==> src/rtl/timer_irq_unit_pkg.sv <==
// rtl/timer_irq_unit_pkg.sv - shared timer register offsets, TCON bit indices and state decode
package timer_defs;

  localparam logic [1:0]  TH_OFS   = 2'd0;
  localparam logic [1:0]  TL_OFS   = 2'd1;
  localparam logic [1:0]  TCON_OFS = 2'd2;

  localparam int TCON_EN = 0;
  localparam int TCON_IE = 1;
  localparam int TCON_ST = 2;

  localparam logic [31:0] IRQ_VECTOR = 32'h8000_0004;

  typedef enum logic [1:0] {
    T_IDLE    = 2'd0,
    T_COUNT   = 2'd1,
    T_PENDING = 2'd2
  } timer_state_e;

  // The timer state is fully carried by TCON; this only names it.
  function automatic timer_state_e tcon_state(input logic [2:0] tcon);
    if (tcon[TCON_ST])
      return T_PENDING;
    else if (tcon[TCON_EN])
      return T_COUNT;
    else
      return T_IDLE;
  endfunction

endpackage

==> src/rtl/timer_irq_unit_if.sv <==
// rtl/timer_irq_unit_if.sv - data-memory bus and interrupt bundle between CPU and timer
interface timer_irq_unit_if;
  logic [31:0] addr;
  logic [31:0] wdata;
  logic        MemWr;
  logic        MemRd;
  logic [31:0] rdata;
  logic        sel;
  logic        irq;

  modport master (
    output addr, wdata, MemWr, MemRd,
    input  rdata, sel, irq
  );

  modport slave (
    input  addr, wdata, MemWr, MemRd,
    output rdata, sel, irq
  );
endinterface

==> src/rtl/timer_irq_unit_prescaler.sv <==
// rtl/timer_irq_unit_prescaler.sv - enable-gated divide-by-(PRESCALE+1) tick generator
module timer_prescaler #(
  parameter int PRESCALE = 0
) (
  input  logic clk,
  input  logic reset,
  input  logic en,
  input  logic clr,
  output logic tick
);

  localparam int W = (PRESCALE < 1) ? 1 : $clog2(PRESCALE + 1);
  localparam logic [W-1:0] LAST = W'(PRESCALE);

  logic [W-1:0] count;

  assign tick = en && (count == LAST);

  always_ff @(posedge clk or posedge reset) begin
    if (reset)
      count <= '0;
    else if (clr)
      count <= '0;
    else if (en)
      count <= tick ? '0 : count + 1'b1;
  end

endmodule

==> src/rtl/timer_irq_unit.sv <==
// rtl/timer_irq_unit.sv - memory-mapped 32-bit reload timer driving the CPU interrupt input
module timer_irq_unit
  import timer_defs::*;
#(
  parameter logic [31:0] BASE_ADDR = 32'h4000_0000,
  parameter int          PRESCALE  = 0
) (
  input  logic             clk,
  input  logic             reset,
  timer_irq_unit_if.slave  bus
);

  logic [31:0]  th;
  logic [31:0]  tl;
  logic         en;
  logic         ie;
  logic         st;
  logic [1:0]   word;
  logic         hit;
  logic         wr_th;
  logic         wr_tl;
  logic         wr_tcon;
  logic         tick;
  logic         overflow;
  logic         st_set;
  logic [31:0]  rd_word;
  logic         unused_lsb;
  timer_state_e state;

  assign word       = bus.addr[3:2];
  assign hit        = (bus.addr[31:4] == BASE_ADDR[31:4]) && (word != 2'd3);
  assign unused_lsb = ^bus.addr[1:0];
  assign bus.sel    = hit;

  assign wr_th   = bus.MemWr && hit && (word == TH_OFS);
  assign wr_tl   = bus.MemWr && hit && (word == TL_OFS);
  assign wr_tcon = bus.MemWr && hit && (word == TCON_OFS);

  timer_prescaler #(
    .PRESCALE (PRESCALE)
  ) u_prescaler (
    .clk   (clk),
    .reset (reset),
    .en    (en),
    .clr   (wr_tcon && !bus.wdata[TCON_EN]),
    .tick  (tick)
  );

  // A software write to TL pre-empts both the increment and the reload.
  assign overflow = tick && (tl == 32'hFFFF_FFFF);
  assign st_set   = overflow && ie && !wr_tl;

  always_ff @(posedge clk or posedge reset) begin
    if (reset) begin
      th <= '0;
      tl <= '0;
      en <= 1'b0;
      ie <= 1'b0;
      st <= 1'b0;
    end else begin
      if (wr_th)
        th <= bus.wdata;
      if (wr_tl)
        tl <= bus.wdata;
      else if (overflow)
        tl <= th;
      else if (tick)
        tl <= tl + 32'd1;
      if (wr_tcon) begin
        en <= bus.wdata[TCON_EN];
        ie <= bus.wdata[TCON_IE];
        st <= bus.wdata[TCON_ST] || st_set;
      end else if (st_set) begin
        st <= 1'b1;
      end
    end
  end

  always_comb begin
    rd_word = '0;
    case (word)
      TH_OFS:   rd_word = th;
      TL_OFS:   rd_word = tl;
      TCON_OFS: rd_word = {29'd0, st, ie, en};
      default:  rd_word = '0;
    endcase
  end

  assign bus.rdata = (bus.MemRd && hit) ? rd_word : 32'd0;

  assign state   = tcon_state({st, ie, en});
  assign bus.irq = ie && (state == T_PENDING);

endmodule

==> src/flat_wrapper.sv <==
// flat-port wrapper written by rule: the top's interface ports become plain ports
module timer_irq_unit_flat import timer_defs::*;
#(
  parameter logic [31:0] BASE_ADDR = 32'h4000_0000,
  parameter int          PRESCALE  = 0
)
  (clk, reset, bus_addr, bus_wdata, bus_MemWr, bus_MemRd, bus_rdata, bus_sel, bus_irq);
  timer_irq_unit_if bus_i ();
  input  logic clk;
  input  logic reset;
  input wire logic [$bits(bus_i.addr)-1:0] bus_addr;
  input wire logic [$bits(bus_i.wdata)-1:0] bus_wdata;
  input wire logic [$bits(bus_i.MemWr)-1:0] bus_MemWr;
  input wire logic [$bits(bus_i.MemRd)-1:0] bus_MemRd;
  output wire logic [$bits(bus_i.rdata)-1:0] bus_rdata;
  output wire logic [$bits(bus_i.sel)-1:0] bus_sel;
  output wire logic [$bits(bus_i.irq)-1:0] bus_irq;
  assign bus_i.addr = bus_addr;
  assign bus_i.wdata = bus_wdata;
  assign bus_i.MemWr = bus_MemWr;
  assign bus_i.MemRd = bus_MemRd;
  assign bus_rdata = bus_i.rdata;
  assign bus_sel = bus_i.sel;
  assign bus_irq = bus_i.irq;
  timer_irq_unit #(.BASE_ADDR(BASE_ADDR), .PRESCALE(PRESCALE)) u_core (.clk(clk), .reset(reset), .bus(bus_i));
endmodule
==> config.mk <==
export PLATFORM = sky130hd
export DESIGN_NAME = timer_irq_unit_flat
export DESIGN_NICKNAME = d
export VERILOG_FILES = /design/src/rtl/timer_irq_unit_pkg.sv /design/src/rtl/timer_irq_unit_if.sv /design/src/rtl/timer_irq_unit_prescaler.sv /design/src/rtl/timer_irq_unit.sv /design/src/flat_wrapper.sv
export SDC_FILE = /design/constraint.sdc
export NUM_CORES = 1
export LEC_CHECK = 0
export ABC_CLOCK_PERIOD_IN_PS = 2400
export CORE_AREA = 3 3 103 105
export DETAILED_ROUTE_END_ITERATION = 8
export DIE_AREA = 0 0 106 108
export PLACE_DENSITY = 0.76
export RECOVER_POWER = 100
export SLEW_MARGIN = 15
export SYNTH_ARGS = -nofsm -noshare
export SYNTH_HDL_FRONTEND = slang
export SYNTH_HIERARCHICAL = 1
export SYNTH_SLANG_ARGS = --single-unit
==> constraint.sdc <==
create_clock -name clk -period 2.4 [get_ports clk]
set_input_delay 0.24 -clock clk [delete_from_list [all_inputs] [get_ports clk]]
set_output_delay 0.24 -clock clk [all_outputs]
set_load 0.02 [all_outputs]
==> flow_summary.toml <==
[synth]
synth_async_sr_flop_share_pct = 100
synthCells = 486
ys_warn_count = 6
synth_top_area_share_pct = 38.0
synth_cell_types = 56
synthFlopType = "dfrtp_1"
synth_seq_cells = 68
synth_xor_area_share_pct = 1.56
avgSynthCellArea_sq_um = 9.22
synth-edff-count = 0
synth.area.top_cells = "dfrtp_1 (38%), mux2i_1 (10%), mux2_2 (8.8%)"
yosys.area_share.adder_pct = 0.279
muxShareOfSynthArea_pct = 19.1
seq_area_frac_synth_pct = 38.0
synth_nets = 555
yosys.area_share.simple_pct = 23.4
synth_compound_area_share_pct = 13.8
synth_area_sq_mm = 0.00448
synth_top_cell_by_area = "dfrtp_1"
synth_top_family_by_area = "simple AND/OR/NAND/NOR gates"

[layout]
final_common_cell = "dfrtp_1"
n_antenna_cell = 0
final_cell_mix = "dfrtp_1 (68), clkdlybuf4s50_1 (63), nor2_1 (47), mux2i_1 (46), buf_4 (41)"
drive_gt1_share_pct = 23.4
nets = 687
syn2layout_area_growth_pct = 33.5
seq_area_sq_mm = 0.00170
fill_cells = 855
design_area_sq_mm = 0.00598
multiInputGateArea_sq_mm = 0.00262

[outcome]
violations = "capacitance limit, slew limit"
status = "finished, violations left"

[sta]
tightest_slew_ns = 1.67
rsz0062_at_grt = "yes"
holdWs_ns = 0.185
finalMaxSlewViolations = 68
relSlewSlack_pct = -11.5
min_period_over_period_pct = 94.0
final-setup-viol-count = 0
hold_viol_final = 0
period_minus_slack_ns = 2.26
clock.fmax_mhz = 443
skew_ns = 0.0116

[clock_network]
clockBufferDepth = 2
postCtsSetupBuffers = 0
cts_hold_buffers = 0
cts_tree = "yes"
post_cts_resized = 33
clkTransAtPathRegs_ns = 0.08
root_buffer = "clkbuf_8"
htree_num_levels = 3
clock_sinks = 68
clock_latency_ns = 0.36
cts_buffers = 9

[die]
core_sq_mm = 0.00973
std_cell_rows = 36
start_util_pct = 46.1
dieArea_sq_mm = 0.0114
fp.dieW_um = 106
die_h_um = 108
boundaryPins = 102

[global_routing]
grt_max_degree = 68
grt_pass1_vias = 4622
antenna_found_initial = 0
track_usage_pct = 24.9
grt_pass1_wl_mm = 22.8
overflow = 0

[setup_path]
end_kind = "register"
critPathMaxFanout = 10
r2r_start = "u_core/u_prescaler/count$_DFFE_PP0P_"
reg2reg_depth = 8
reg2reg_to = "u_core/tl[18]$_DFFE_PP0P_"
arrival_ns = 2.53
critPathKind = "register to register"
required_ns = 2.67
rrSetupSlack_ns = 0.14
worst_setup_path_start_kind = "register"

[power]
power.density_mw_per_mm2 = 401
ir_worst_vdd_mv = 0.267
p_sw_share_pct = 23.0
seqPwrFrac_pct = 47.7
power_frac_comb_pct = 8.5
p_sw_mw = 0.552
p_leak_nw = 2.56
internal-power_mw = 1.85
clkPwrFrac_pct = 43.8

[detailed_routing]
viasPerCell = 5.99
drtIter0Drc = 354
first_pass_iters = 7
ant_nets = 0
drc = 0
wl_mm = 13.7
detail_route.wl_per_cell_um = 18.1
vias = 4529

[placed_design]
placed_area_sq_mm = 0.00597
portBuffers = 99
gp_congestion = 0.915
dpl.hpwl_mm = 10.0

[flow_run]
maxCapViolCount = 1

[hold_path]
hp-class = "input port to asynchronous set/reset pin"
-- per-layer routing --
metal,GRT usage [%],up-vias,routed length (um)
li1,-,2068,-
met1,32.3,2172,5700
met2,40.2,250,6390
met3,5.73,39,1200
met4,11.0,0,421
met5,0,-,0
-- critical path: stages (launching register included) --
cell	delay, ns
dfrtp_1	0.38
and2b_2	0.27
and4_1	0.36
nand3_1	0.16
buf_4	0.22
nor3_1	0.27
clkbuf_1	0.21
a211oi_1	0.10
o31ai_1	0.20
-- cell type report --
type	instances	area share [%]
multi-input cells	374	43.7
flip-flops and latches	68	28.4
repair buffers	154	20.7
well taps	133	2.78
clock buffers	9	2.07
clock inverters	7	1.53
inverters	11	0.690
-- flip-flops by register name, summed over array words and instances (netlist names) --
name                      count
u_core/ie                     1
u_core/en                     1
u_core/u_prescaler/count      1
u_core/th                    32
u_core/tl                    32
u_core/st                     1
-- synthesized netlist by cell type, types with 5 or more instances --
cell	count
nor2b_1	15
nand3_1	12
o31a_1	5
nor2_1	47
nand4_1	10
a31oi_1	9
a211oi_1	6
and4_1	6
inv_1	10
xor2_1	5
o31ai_1	10
mux2i_1	46
clkbuf_1	22
o21ai_0	22
mux2_2	35
dfrtp_1	68
nor4_1	20
nor3_1	13
buf_2	7
or4_1	5
a21oi_1	12
nand2_1	40
-- how the worst max path moves through the flow --
stage	end	cells after the start	slack [ns]	startpoint
floorplan	u_core/tl[17]$_DFFE_PP0P_	8	0.08	u_core/u_prescaler/count$_DFFE_PP0P_
global placement	bus_rdata[27]	8	-0.24	bus_addr[18]
detailed placement	bus_rdata[24]	8	-0.29	bus_addr[18]
CTS	bus_rdata[24]	8	0.0002	bus_addr[18]
global route	bus_rdata[28]	8	-0.001	bus_addr[18]
finish	u_core/tl[18]$_DFFE_PP0P_	8	0.14	u_core/u_prescaler/count$_DFFE_PP0P_
-- through the flow --
stage | setup WS [ns] | total power [mW] | instances | TNS [ns] | utilization (%)
after floorplan | 0.0835 | 1.23 | 486 | 0 | -
after global placement | -0.244 | 1.37 | 740 | -12.85 | 61.4
after detailed placement | -0.293 | 1.38 | 740 | -14.88 | 61.4
after CTS | 0.000170 | 2.42 | 756 | 0 | 63.3
after global routing | -0.00126 | 2.48 | 756 | -0.00234 | 61.5
final | 0.144 | 2.40 | 756 | 0 | 61.5
-- kinds of logic after synthesis --
family                     after synthesis
AOI/OAI and AO/OA                       90
xor gates and xnor gates                 8
adders and majority gates                1
buffers and inverters                   44
DFF                                     68
muxes                                   81
and+or+nand+nor                        194
-- power by group through the flow --
stage,clock network (mW),logic (mW),registers (mW)
finish,1.05,0.203,1.14
global route,1.11,0.219,1.14
CTS,1.06,0.211,1.14
detailed placement,0,0.209,1.17
global placement,0,0.207,1.17
floorplan,0,0.0652,1.17
(Power assumes the default switching activity.)
